### src/rtl/apb_pkg.sv
// Shared types, widths and helpers for the APB memory slave.
package apb_pkg;

    localparam int unsigned STRB_SIZE  = 2;
    localparam int unsigned ADDR_WIDTH = 32;
    localparam int unsigned DATA_WIDTH = 32;
    localparam int unsigned MEM_DEPTH  = 4;

    typedef enum logic [1:0] {
        IDLE   = 2'd0,
        ACCESS = 2'd1,
        RESP   = 2'd2
    } state_e;

    typedef enum logic [STRB_SIZE-1:0] {
        STRB_BYTE = 2'b00,
        STRB_HALF = 2'b01,
        STRB_WORD = 2'b10
    } strb_e;

    // Expand per-byte enables into a full-width data mask.
    function automatic logic [DATA_WIDTH-1:0] lane_mask(input logic [MEM_DEPTH-1:0] be);
        logic [DATA_WIDTH-1:0] m;
        m = '0;
        for (int unsigned i = 0; i < MEM_DEPTH; i++) begin
            m[i*8 +: 8] = {8{be[i]}};
        end
        return m;
    endfunction

endpackage

### src/rtl/apb_strb_decode.sv
// Byte-enable and error decode for an APB transfer request.
module apb_strb_decode
    import apb_pkg::*;
#(
    parameter int unsigned MEM_WORDS = 1024
) (
    input  logic [STRB_SIZE-1:0]  strobe,
    input  logic [ADDR_WIDTH-1:0] addr,
    output logic [MEM_DEPTH-1:0]  be,
    output logic                  err
);

    // Lane selection from size/offset; flag misalignment, reserved size and out-of-range words.
    always_comb begin
        be  = '0;
        err = 1'b0;
        case (strobe)
            STRB_BYTE: be = 4'b0001 << addr[1:0];
            STRB_HALF: begin
                be  = 4'b0011 << addr[1:0];
                err = addr[0];
            end
            STRB_WORD: begin
                be  = '1;
                err = (addr[1:0] != 2'b00);
            end
            default:   err = 1'b1;
        endcase
        if (ADDR_WIDTH'(addr[ADDR_WIDTH-1:2]) >= ADDR_WIDTH'(MEM_WORDS)) begin
            err = 1'b1;
        end
    end

endmodule

### src/rtl/apb_mem_slave.sv
// APB slave in front of a synchronous word memory with fixed wait states.
module apb_mem_slave
    import apb_pkg::*;
#(
    parameter int unsigned WAIT_STATES = 2,
    parameter int unsigned MEM_WORDS   = 1024
) (
    input  logic                  clk,
    input  logic                  rst_n,
    input  logic                  sel,
    input  logic                  enable,
    input  logic                  write,
    input  logic [STRB_SIZE-1:0]  strobe,
    input  logic [ADDR_WIDTH-1:0] addr,
    input  logic [DATA_WIDTH-1:0] wdata,
    output logic                  ready,
    output logic                  slverr,
    output logic [DATA_WIDTH-1:0] rdata,
    output logic                  mem_wr,
    output logic [MEM_DEPTH-1:0]  mem_be,
    output logic [ADDR_WIDTH-1:0] mem_address,
    output logic [DATA_WIDTH-1:0] mem_data_in,
    input  logic [DATA_WIDTH-1:0] mem_data_out
);

    state_e                state_q, state_d;
    logic [3:0]            cnt_q, cnt_d;
    logic                  write_q, write_d;
    logic                  err_q, err_d;
    logic [MEM_DEPTH-1:0]  be_q, be_d;
    logic [ADDR_WIDTH-3:0] word_q, word_d;

    logic [MEM_DEPTH-1:0]  dec_be;
    logic                  dec_err;

    logic                  ready_d, slverr_d, mem_wr_d;
    logic [DATA_WIDTH-1:0] rdata_d, mem_data_in_d;
    logic [MEM_DEPTH-1:0]  mem_be_d;
    logic [ADDR_WIDTH-1:0] mem_address_d;

    apb_strb_decode #(
        .MEM_WORDS(MEM_WORDS)
    ) u_decode (
        .strobe(strobe),
        .addr  (addr),
        .be    (dec_be),
        .err   (dec_err)
    );

    // Next-state, capture and next-output logic; outputs are computed for the state being entered.
    always_comb begin
        state_d       = state_q;
        cnt_d         = cnt_q;
        write_d       = write_q;
        err_d         = err_q;
        be_d          = be_q;
        word_d        = word_q;
        ready_d       = 1'b0;
        slverr_d      = 1'b0;
        rdata_d       = '0;
        mem_wr_d      = 1'b0;
        mem_be_d      = '0;
        mem_address_d = '0;
        mem_data_in_d = '0;
        case (state_q)
            IDLE: begin
                if (sel && !enable) begin
                    state_d       = ACCESS;
                    cnt_d         = 4'(WAIT_STATES - 1);
                    write_d       = write;
                    err_d         = dec_err;
                    be_d          = dec_be;
                    word_d        = addr[ADDR_WIDTH-1:2];
                    mem_be_d      = dec_err ? '0 : dec_be;
                    mem_address_d = {addr[ADDR_WIDTH-1:2], 2'b00};
                    mem_wr_d      = write && !dec_err;
                    mem_data_in_d = (write && !dec_err) ? wdata : '0;
                end
            end
            ACCESS: begin
                if (!sel || !enable) begin
                    state_d = IDLE;
                    cnt_d   = '0;
                end else begin
                    mem_be_d      = err_q ? '0 : be_q;
                    mem_address_d = {word_q, 2'b00};
                    if (cnt_q == 4'd0) begin
                        // Last ACCESS edge: read data is stable since mem_address was set one cycle earlier.
                        state_d  = RESP;
                        ready_d  = 1'b1;
                        slverr_d = err_q;
                        rdata_d  = (write_q || err_q) ? '0 : (mem_data_out & lane_mask(be_q));
                    end else begin
                        cnt_d = cnt_q - 4'd1;
                    end
                end
            end
            RESP: begin
                state_d = IDLE;
            end
            default: begin
                state_d = IDLE;
                cnt_d   = '0;
            end
        endcase
    end

    // State, wait counter and captured transfer attributes.
    always_ff @(posedge clk) begin
        if (!rst_n) begin
            state_q <= IDLE;
            cnt_q   <= '0;
            write_q <= 1'b0;
            err_q   <= 1'b0;
            be_q    <= '0;
            word_q  <= '0;
        end else begin
            state_q <= state_d;
            cnt_q   <= cnt_d;
            write_q <= write_d;
            err_q   <= err_d;
            be_q    <= be_d;
            word_q  <= word_d;
        end
    end

    // Registered outputs.
    always_ff @(posedge clk) begin
        if (!rst_n) begin
            ready       <= 1'b0;
            slverr      <= 1'b0;
            rdata       <= '0;
            mem_wr      <= 1'b0;
            mem_be      <= '0;
            mem_address <= '0;
            mem_data_in <= '0;
        end else begin
            ready       <= ready_d;
            slverr      <= slverr_d;
            rdata       <= rdata_d;
            mem_wr      <= mem_wr_d;
            mem_be      <= mem_be_d;
            mem_address <= mem_address_d;
            mem_data_in <= mem_data_in_d;
        end
    end

endmodule

### config.mk
export PLATFORM = sky130hd
export DESIGN_NAME = apb_mem_slave
export DESIGN_NICKNAME = d
export VERILOG_FILES = /design/src/rtl/apb_pkg.sv /design/src/rtl/apb_strb_decode.sv /design/src/rtl/apb_mem_slave.sv
export SDC_FILE = /design/constraint.sdc
export NUM_CORES = 1
export LEC_CHECK = 0
export ABC_AREA = 0
export CAP_MARGIN = 20
export CORE_ASPECT_RATIO = 0.9
export CORE_MARGIN = 2
export CORE_UTILIZATION = 35
export DETAILED_ROUTE_END_ITERATION = 8
export DONT_BUFFER_PORTS = 1
export PLACE_DENSITY = 0.51
export SLEW_MARGIN = 40
export SYNTH_ARGS = -nofsm -noshare
export SYNTH_HDL_FRONTEND = slang
export SYNTH_SLANG_ARGS = --single-unit
### constraint.sdc
create_clock -name clk -period 1.6 [get_ports clk]
set_input_delay 0.16 -clock clk [delete_from_list [all_inputs] [get_ports clk]]
set_output_delay 0.16 -clock clk [all_outputs]
set_load 0.02 [all_outputs]
# == Word-level counts from Yosys, hierarchy flattened ==
# Cells that the tools add are included.
# totals
register_bits,145
out_inout_bits,103
wordCells,68
# op_classes
order_cmp,1
reduce_logical,19
n_addsub,1
bitwise_logic,5
mux,20
n_eq_ne,7
shifts,2
# op_table
op,n
$mux W32,2
$pmux W32 S2,1
$and A32 B32 Y32,1
$ge A30 B11 Y1 const B,1
$mux W4,7
$pmux W4 S3,2
$pmux W4 S2,1
$mux W2,3
$ne A3 B3 Y1 const B,2
$reduce_and A3 Y1,2
$reduce_or A5 Y1,1
$eq A2 B1 Y1 const B,2
$eq A2 B2 Y1 const B,2
$logic_not A2 Y1,2
$logic_not A4 Y1,1
$not A1 Y1,4
$pmux W2 S2,1
$reduce_and A2 Y1,2
$reduce_and A4 Y1,1
$reduce_or A4 Y1,1
$shl A1 B2 Y4 const A,1
$shl A2 B2 Y4 const A,1
$sub A4 B1 Y4 const B,1
$logic_not A1 Y1,3
other kinds (7),10

# == Longest topological paths before layout ==
# Gate-level depths: netlist of run 1.
# depth
word_depth,6
mapped_depth,8
depth_no_buf,6

# == Modules after synthesis ==
# Synthesis of run 1 repeated with hierarchy kept, for this count alone.
# unflattened
hier_cells,485
area_unflattened_um2,4714.5
# modules_own_cells
mod,cells_per_inst,seq_area_each_um2,instances,area_per_inst_um2
apb_mem_slave,467,2862.7,1,4583.1
apb_strb_decode,18,0.0,1,131.4

# == Worst setup path before layout of run 1 ==
# OpenSTA, ideal clock, no wires.
# synth_timing
kind,reg2reg
startpoint,reg cnt_q[0]
endpoint,reg rdata[1]
setup_ns,0.060
path_buffers,2
arrival_time_ns,1.715
path_slack_ns,-0.175
stages_incl_launch_ff,9
path_cell_list,dfxtp_1 -> inv_1 -> ha_1 -> or3b_1 -> clkbuf_2 -> nor2_1 -> nor4b_4 -> clkbuf_2 -> and3_1
# synth_between
elab_chain_len,3
# synth_lines
element,line,rtl
"start, declared",apb_mem_slave.sv:27,"logic [3:0] cnt_q, cnt_d;"
"start signal, assigned",apb_mem_slave.sv:119,cnt_q <= cnt_d;
$logic_not A4 Y1,apb_mem_slave.sv:87,if (cnt_q == 4'd0) begin
$not A1 Y1 (no line),-,
$reduce_or A5 Y1 (no line),-,
"end signal, assigned",apb_mem_slave.sv:140,rdata <= rdata_d;
"end, declared",apb_mem_slave.sv:18,"output logic [DATA_WIDTH-1:0] rdata,"
# No other way between the ends.
# A chain may end at the register's enable or synchronous reset.

# == Final worst setup path of run 1 ==
# layout_timing
startpoint,reg cnt_q[1]
endpoint,reg rdata[24]
# Same word-level chain as after synthesis.

==> results.cfg, run 1 <==
[timing]
fmax_ghz = 0.591
setup_slack_ns = -0.0923
rsz0062_at_grt = true
finClkSkew_ns = 0.00846
fin_crit_sh_pct = 106
whs_ns = 0.0250
setup_violations = 32
hold_violations = 0
drv_slew = 0
layout_min_cycle_time_ns = 1.69

[yosys]
yosysWarnings = 0
seq_area_frac_synth_pct = 62.1
syn_area_um2 = 4610
synthTopCellsByCount = dfxtp_1, nand2_1, a21oi_1
synthTopCellsByArea = dfxtp_1, and3_1, nand2_1
netlist.top_cell.by_area = dfxtp_1
synth_edf_count = 0
synth.most_common_cell = dfxtp_1
yosysUniqueCellTypes = 37
ys_ff_latch = 143
netlist.area_leader.share_pct = 62.1
ys_async_sr_fraction_pct = 0
synth_flop_cell = dfxtp_1
synth_cells = 478
syn_avg_cell_area_um2 = 9.64

[floorplanning]
start_util_pct = 36.1
rows = 39
io-pin-count = 206
die_area_um2 = 14100
die_h_um = 113
die_x_um = 125
fp.coreArea_um2 = 12800

[setup_path]
path_max_fanout = 32
arrival_ns = 2.04
crit_path_top_delay_cell = or3b_4
cpLargestDelayFamily = simple AND/OR/NAND/NOR gates
path_cells = inv_2 -> ha_1 -> or3b_4 -> nor2_4 -> nor4b_4 -> buf_12 -> and3_4
cp_slowest_stage_delay_ns = 0.39
worst-setup-path-type = flop to flop
cp-start-kind = flop
crit_buf_inv = 2
required_ns = 1.95
startpoint = cnt_q[1]
r2r_start = cnt_q[1]
cp-end-kind = flop

[pwr]
pwr_density_cell_nw_per_um2 = 1240
finalPower_w = 0.00806
ir_worst_vdd_v = 0.000737
p_leak_nw = 2.69

[run_status]
status = finished, violations left
violations = setup timing

[route]
first_pass_iters = 4
ant_nets = 0
drt_wl_total_um = 12300
wl_per_cell_um = 16.1
drc = 0
drtIter0Drc = 255
num_vias = 3769
viasPerCell = 4.92

[clock_tree]
cts_buffer_depth = 2
cts_made_buffers = 17
cts_tree = built
cts_max_level = 4
numClockSinks = 143
ctsRootBufferMaster = clkbuf_16
path_clk_slew_ns = 0.06
clk_latency_ns = 0.41

[finish]
regArea_um2 = 2870
n_antenna_cell = 0
multi_input_area_um2 = 1600
final_util_pct = 50.8
fill_cells = 1150
fin_nets = 694
final_cell_area_um2 = 6500
syn2layout_area_growth_pct = 41.0
final_layout_size_suffix_gt1_share_pct = 12.0

[flow_run]
max_cap_violations = 0

[placed_design]
gp_congestion = 0.792
hpwlAfterDp_um = 7750
io_buffers = 0
place_area_um2 = 4890

[global_route]
grt_pass1_wl_um = 19600
grt_max_degree = 35
grt_pass1_vias = 3854
grt-ovfl-total = 0
grt_use_total_pct = 17.7
antenna_found_initial = 0

[worst_hold_path]
worstHoldStart = strobe[0]
hp-class = input pin to flop
-- metal layers --
layer	global-route usage [%]	share of wire, %
met3	5.39	6.4
met5	0	0
met2	30.4	50
met4	8.30	2.2
met1	20.2	41
-- where the power goes --
part / internal [W] / switching (W)
Clock: 0.00244 / 0.00144
Combinational: 0.000263 / 0.000212
Sequential: 0.00363 / 0.0000725
Total: 0.00634 / 0.00173
-- registers in the layout, summed over array words and instances, names as in the netlist --
name         count
state_q          2
mem_data_in     32
ready            1
be_q             4
write_q          1
mem_address     30
mem_be           4
word_q          30
cnt_q            4
mem_wr           1
rdata           32
err_q            1
slverr           1
-- what timing repair did --
action / 4_1_cts / 5_1_grt
hold buffers: 99 / 0
pin swaps: 0 / 0
cloned: 0 / 0
buffers inserted: 0 / 0
resized for setup: 4 / 4
setup endpoints to repair: 33 / 41
hold endpoints to repair: 128 / 0
-- cells by family (layout without fill, tap and decap cells) --
group / after synthesis / count (layout) / share of synthesized area, %
compound gates: 85 / 85 / 9.80
fa+ha+maj: 2 / 2 / 0.543
buf+inv: 35 / 158 / 3.88
flops: 143 / 143 / 62.1
other cells: 1 / 2 / 0.0814
simple gates: 212 / 212 / 23.6
-- worst min-delay path: stages --
cell and delay, ns:
a21oi_1 0.05, o21ai_0 0.10, a21oi_1 0.07
-- per-stage QoR --
step,setup WS [ns],TNS [ns],std cells
2_1_floorplan,-0.116,-3.48,479
3_3_place_gp,-0.121,-2.49,635
3_5_place_dp,-0.126,-3.48,635
4_1_cts,-0.0851,-2.26,766
5_1_grt,-0.145,-4.01,766
6_report,-0.0923,-2.01,766
-- worst paths after layout --
| kind | endpoint | slack, ns | depth (start not counted) |
|---|---|---|---|
| worst max-delay path | rdata[24] | -0.09 | 7 |
| worst min-delay path | be_q[3] | 0.03 | 3 |
| worst max register to register | rdata[24] | -0.09 | 7 |
| worst min register to register | mem_address[5] | 0.45 | 2 |
-- cell type report --
| class | instances | area share [%] |
|---|---|---|
| Sequential cell | 143 | 44.1 |
| Multi-Input combinational cell | 301 | 24.7 |
| Timing Repair Buffer | 123 | 18.8 |
| Clock buffer | 21 | 7.39 |
| Tap cell | 164 | 3.16 |
| Clock inverter | 11 | 1.73 |
| Inverter | 3 | 0.173 |
-- cells in the final DEF (no fill, tap or decap), drive strengths merged, types with 2 or more instances in the layout --
| cell type | instances |
|---|---|
| bufinv | 2 |
| dfxtp | 143 |
| nor4 | 5 |
| nor2 | 15 |
| nor2b | 3 |
| clkbuf | 21 |
| clkinvlp | 3 |
| dlygate4sd3 | 99 |
| o21ai | 7 |
| and2 | 4 |
| a211oi | 2 |
| nand2 | 99 |
| o31ai | 4 |
| ha | 2 |
| nand3b | 2 |
| buf | 24 |
| inv | 2 |
| nor3 | 6 |
| clkinv | 7 |
| a21oi | 69 |
| nand4b | 3 |
| and3 | 64 |
| conb | 2 |
| nand2b | 2 |
Note: power is estimated with default switching activity, not from simulation.
==> run 2, diff against run 1 <==
--- a/config.mk
+++ b/config.mk
@@ -6,6 +6,7 @@
 export NUM_CORES = 1
 export LEC_CHECK = 0
 export ABC_AREA = 0
+export ABC_CLOCK_PERIOD_IN_PS = 1450
 export CAP_MARGIN = 20
 export CORE_ASPECT_RATIO = 0.9
 export CORE_MARGIN = 2
==> constraint.sdc (replaced) <==
create_clock -name clk -period 1.45 [get_ports clk]
set_input_delay 0.145 -clock clk [delete_from_list [all_inputs] [get_ports clk]]
set_output_delay 0.145 -clock clk [all_outputs]
set_load 0.02 [all_outputs]
==> run 2 against run 1 <==
  * The flow still finishes with violations (setup timing)
  * Highest routed layer unchanged
  * Largest cell class unchanged
  * First-iteration DRC count shrank 39%
  * Critical path type unchanged
  * Die area is the same
  * Via count grew 3.6%
  * Combinational power grew 50%
  * Maximum frequency shrank 1.1%
  * Non-clock buffer count grew 19
  * Worst setup slack lost 0.17 ns
  * Final cell count grew 2.5%
  * Sequential power grew 11%
  * Count of clock-buffer cells in the layout shrank 3
==> results.cfg, run 2 (synthesized netlist as in run 1, its figures left out) <==
[run_status]
status = finished, violations left
violations = setup timing

[setup_path]
r2r_cells = 7
cp_slowest_stage_delay_ns = 0.38
r2r_start = cnt_q[0]
cp-start-kind = flop
cp.depth = 7
startpoint = cnt_q[0]
cpLargestDelayFamily = simple AND/OR/NAND/NOR gates
path_max_fanout = 32
crit_buf_inv = 2
required_ns = 1.81
crit_path_top_delay_cell = or3b_4
path_cells = inv_2 -> ha_4 -> or3b_4 -> nor2_4 -> nor4b_4 -> buf_12 -> and3_1
worst-setup-path-type = flop to flop
cp-end-kind = flop
arrival_ns = 2.07

[floorplanning]
die_x_um = 125
die_h_um = 113
io-pin-count = 206
fp.coreArea_um2 = 12800
die_area_um2 = 14100
start_util_pct = 36.1
rows = 39

[clock_tree]
cts_max_level = 4
ctsRootBufferMaster = clkbuf_16
cts_buffer_depth = 2
path_clk_slew_ns = 0.06
numClockSinks = 143
cts_tree = built
cts_made_buffers = 17
clk_latency_ns = 0.42

[placed_design]
gp_congestion = 0.715
dp_cells = 640
hpwlAfterDp_um = 7630
io_buffers = 0
place_area_um2 = 4930
post-place-ws_ns = -0.259

[worst_hold_path]
worstHoldStart = addr[1]
worstHoldPathCells = 3
hp-class = input pin to flop

[route]
ant_nets = 0
drc = 0
wl_per_cell_um = 17.9
drtIter0Drc = 156
drt_wl_total_um = 14000
viasPerCell = 4.97
first_pass_iters = 5
num_vias = 3903

[timing]
fin_crit_sh_pct = 118
fmax_ghz = 0.585
tns_ns = -12.10
drv_slew = 0
whs_ns = 0.0132
setup_violations = 98
setup_slack_ns = -0.260
layout_min_cycle_time_ns = 1.71
finClkSkew_ns = 0.00702
hold_violations = 0
rsz0062_at_grt = true

[global_route]
grt_pass1_wl_um = 20200
grt_pass1_vias = 3924
grt_max_degree = 34
grt_use_total_pct = 18.4
antenna_found_initial = 0
grt-ovfl-total = 0

[pwr]
p_leak_nw = 2.96
ir_worst_vdd_v = 0.00128
pwr_density_cell_nw_per_um2 = 1320

[finish]
fin_nets = 713
mostFrequentLayoutCell = dfxtp_1
final_cells = 785
n_antenna_cell = 0
final_cell_area_um2 = 7260
syn2layout_area_growth_pct = 57.6
reg_top3 = mem_data_in x32, rdata x32
final_layout_size_suffix_gt1_share_pct = 27.7
layout_common_cells = dfxtp_1, dlygate4sd3_1, nand2_1

[flow_run]
max_cap_violations = 0
==> run 2: what timing repair did <==
| item | CTS | global route |
|---|---|---|
| pin swaps | 13 | 39 |
| gates resized for setup | 37 | 93 |
| hold buffers | 100 | 0 |
| endpoints found under the hold margin | 132 | 0 |
| buffers inserted | 8 | 1 |
| setup endpoints to repair | 85 | 120 |
| gates cloned | 3 | 7 |
==> run 2: worst register-to-register path: stages, from the launching register on <==
cell and delay, ns:
dfxtp_2 0.32, inv_2 0.07, ha_4 0.12, or3b_4 0.38, nor2_4 0.10, nor4b_4 0.26, buf_12 0.20, and3_1 0.19
==> run 2: per-stage QoR <==
step | total power, W | util (%)
after floorplan | 0.00438 | -
after global placement | 0.00447 | 38.6
after detailed placement | 0.00448 | 38.6
after CTS | 0.00949 | 53.9
after global routing | 0.00990 | 56.8
final | 0.00958 | 56.8
==> run 2: per-layer routing <==
layer / track usage (%) / part of all wire (%) / up-vias
li1: - / - / 1880
met1: 20.7 / 42 / 1857
met2: 32.1 / 50 / 150
met3: 7.57 / 6.5 / 16
met4: 5.56 / 1.3 / 0
met5: 0 / 0 / -
==> run 2: path summary, 6_finish.rpt <==
path               end  slack, ns
max          rdata[21]      -0.26
min          mem_be[1]       0.01
max reg2reg  rdata[21]      -0.26
min reg2reg  word_q[4]       0.46
==> run 2: area by class of cell <==
type	count	area, um2
Clock inverter	14	214
Tap cell	164	205
Clock buffer	18	439
Fill cell	1063	5520
Sequential cell	143	2870
Multi-Input combinational cell	301	2000
Timing Repair Buffer	142	1530
Inverter	3	11.3
==> run 2: report_power, final <==
group	total [W]	switching [W]	internal [W]
Combinational	0.000714	0.000327	0.000387
Sequential	0.00410	0.0000923	0.00401
Clock	0.00477	0.00167	0.00310
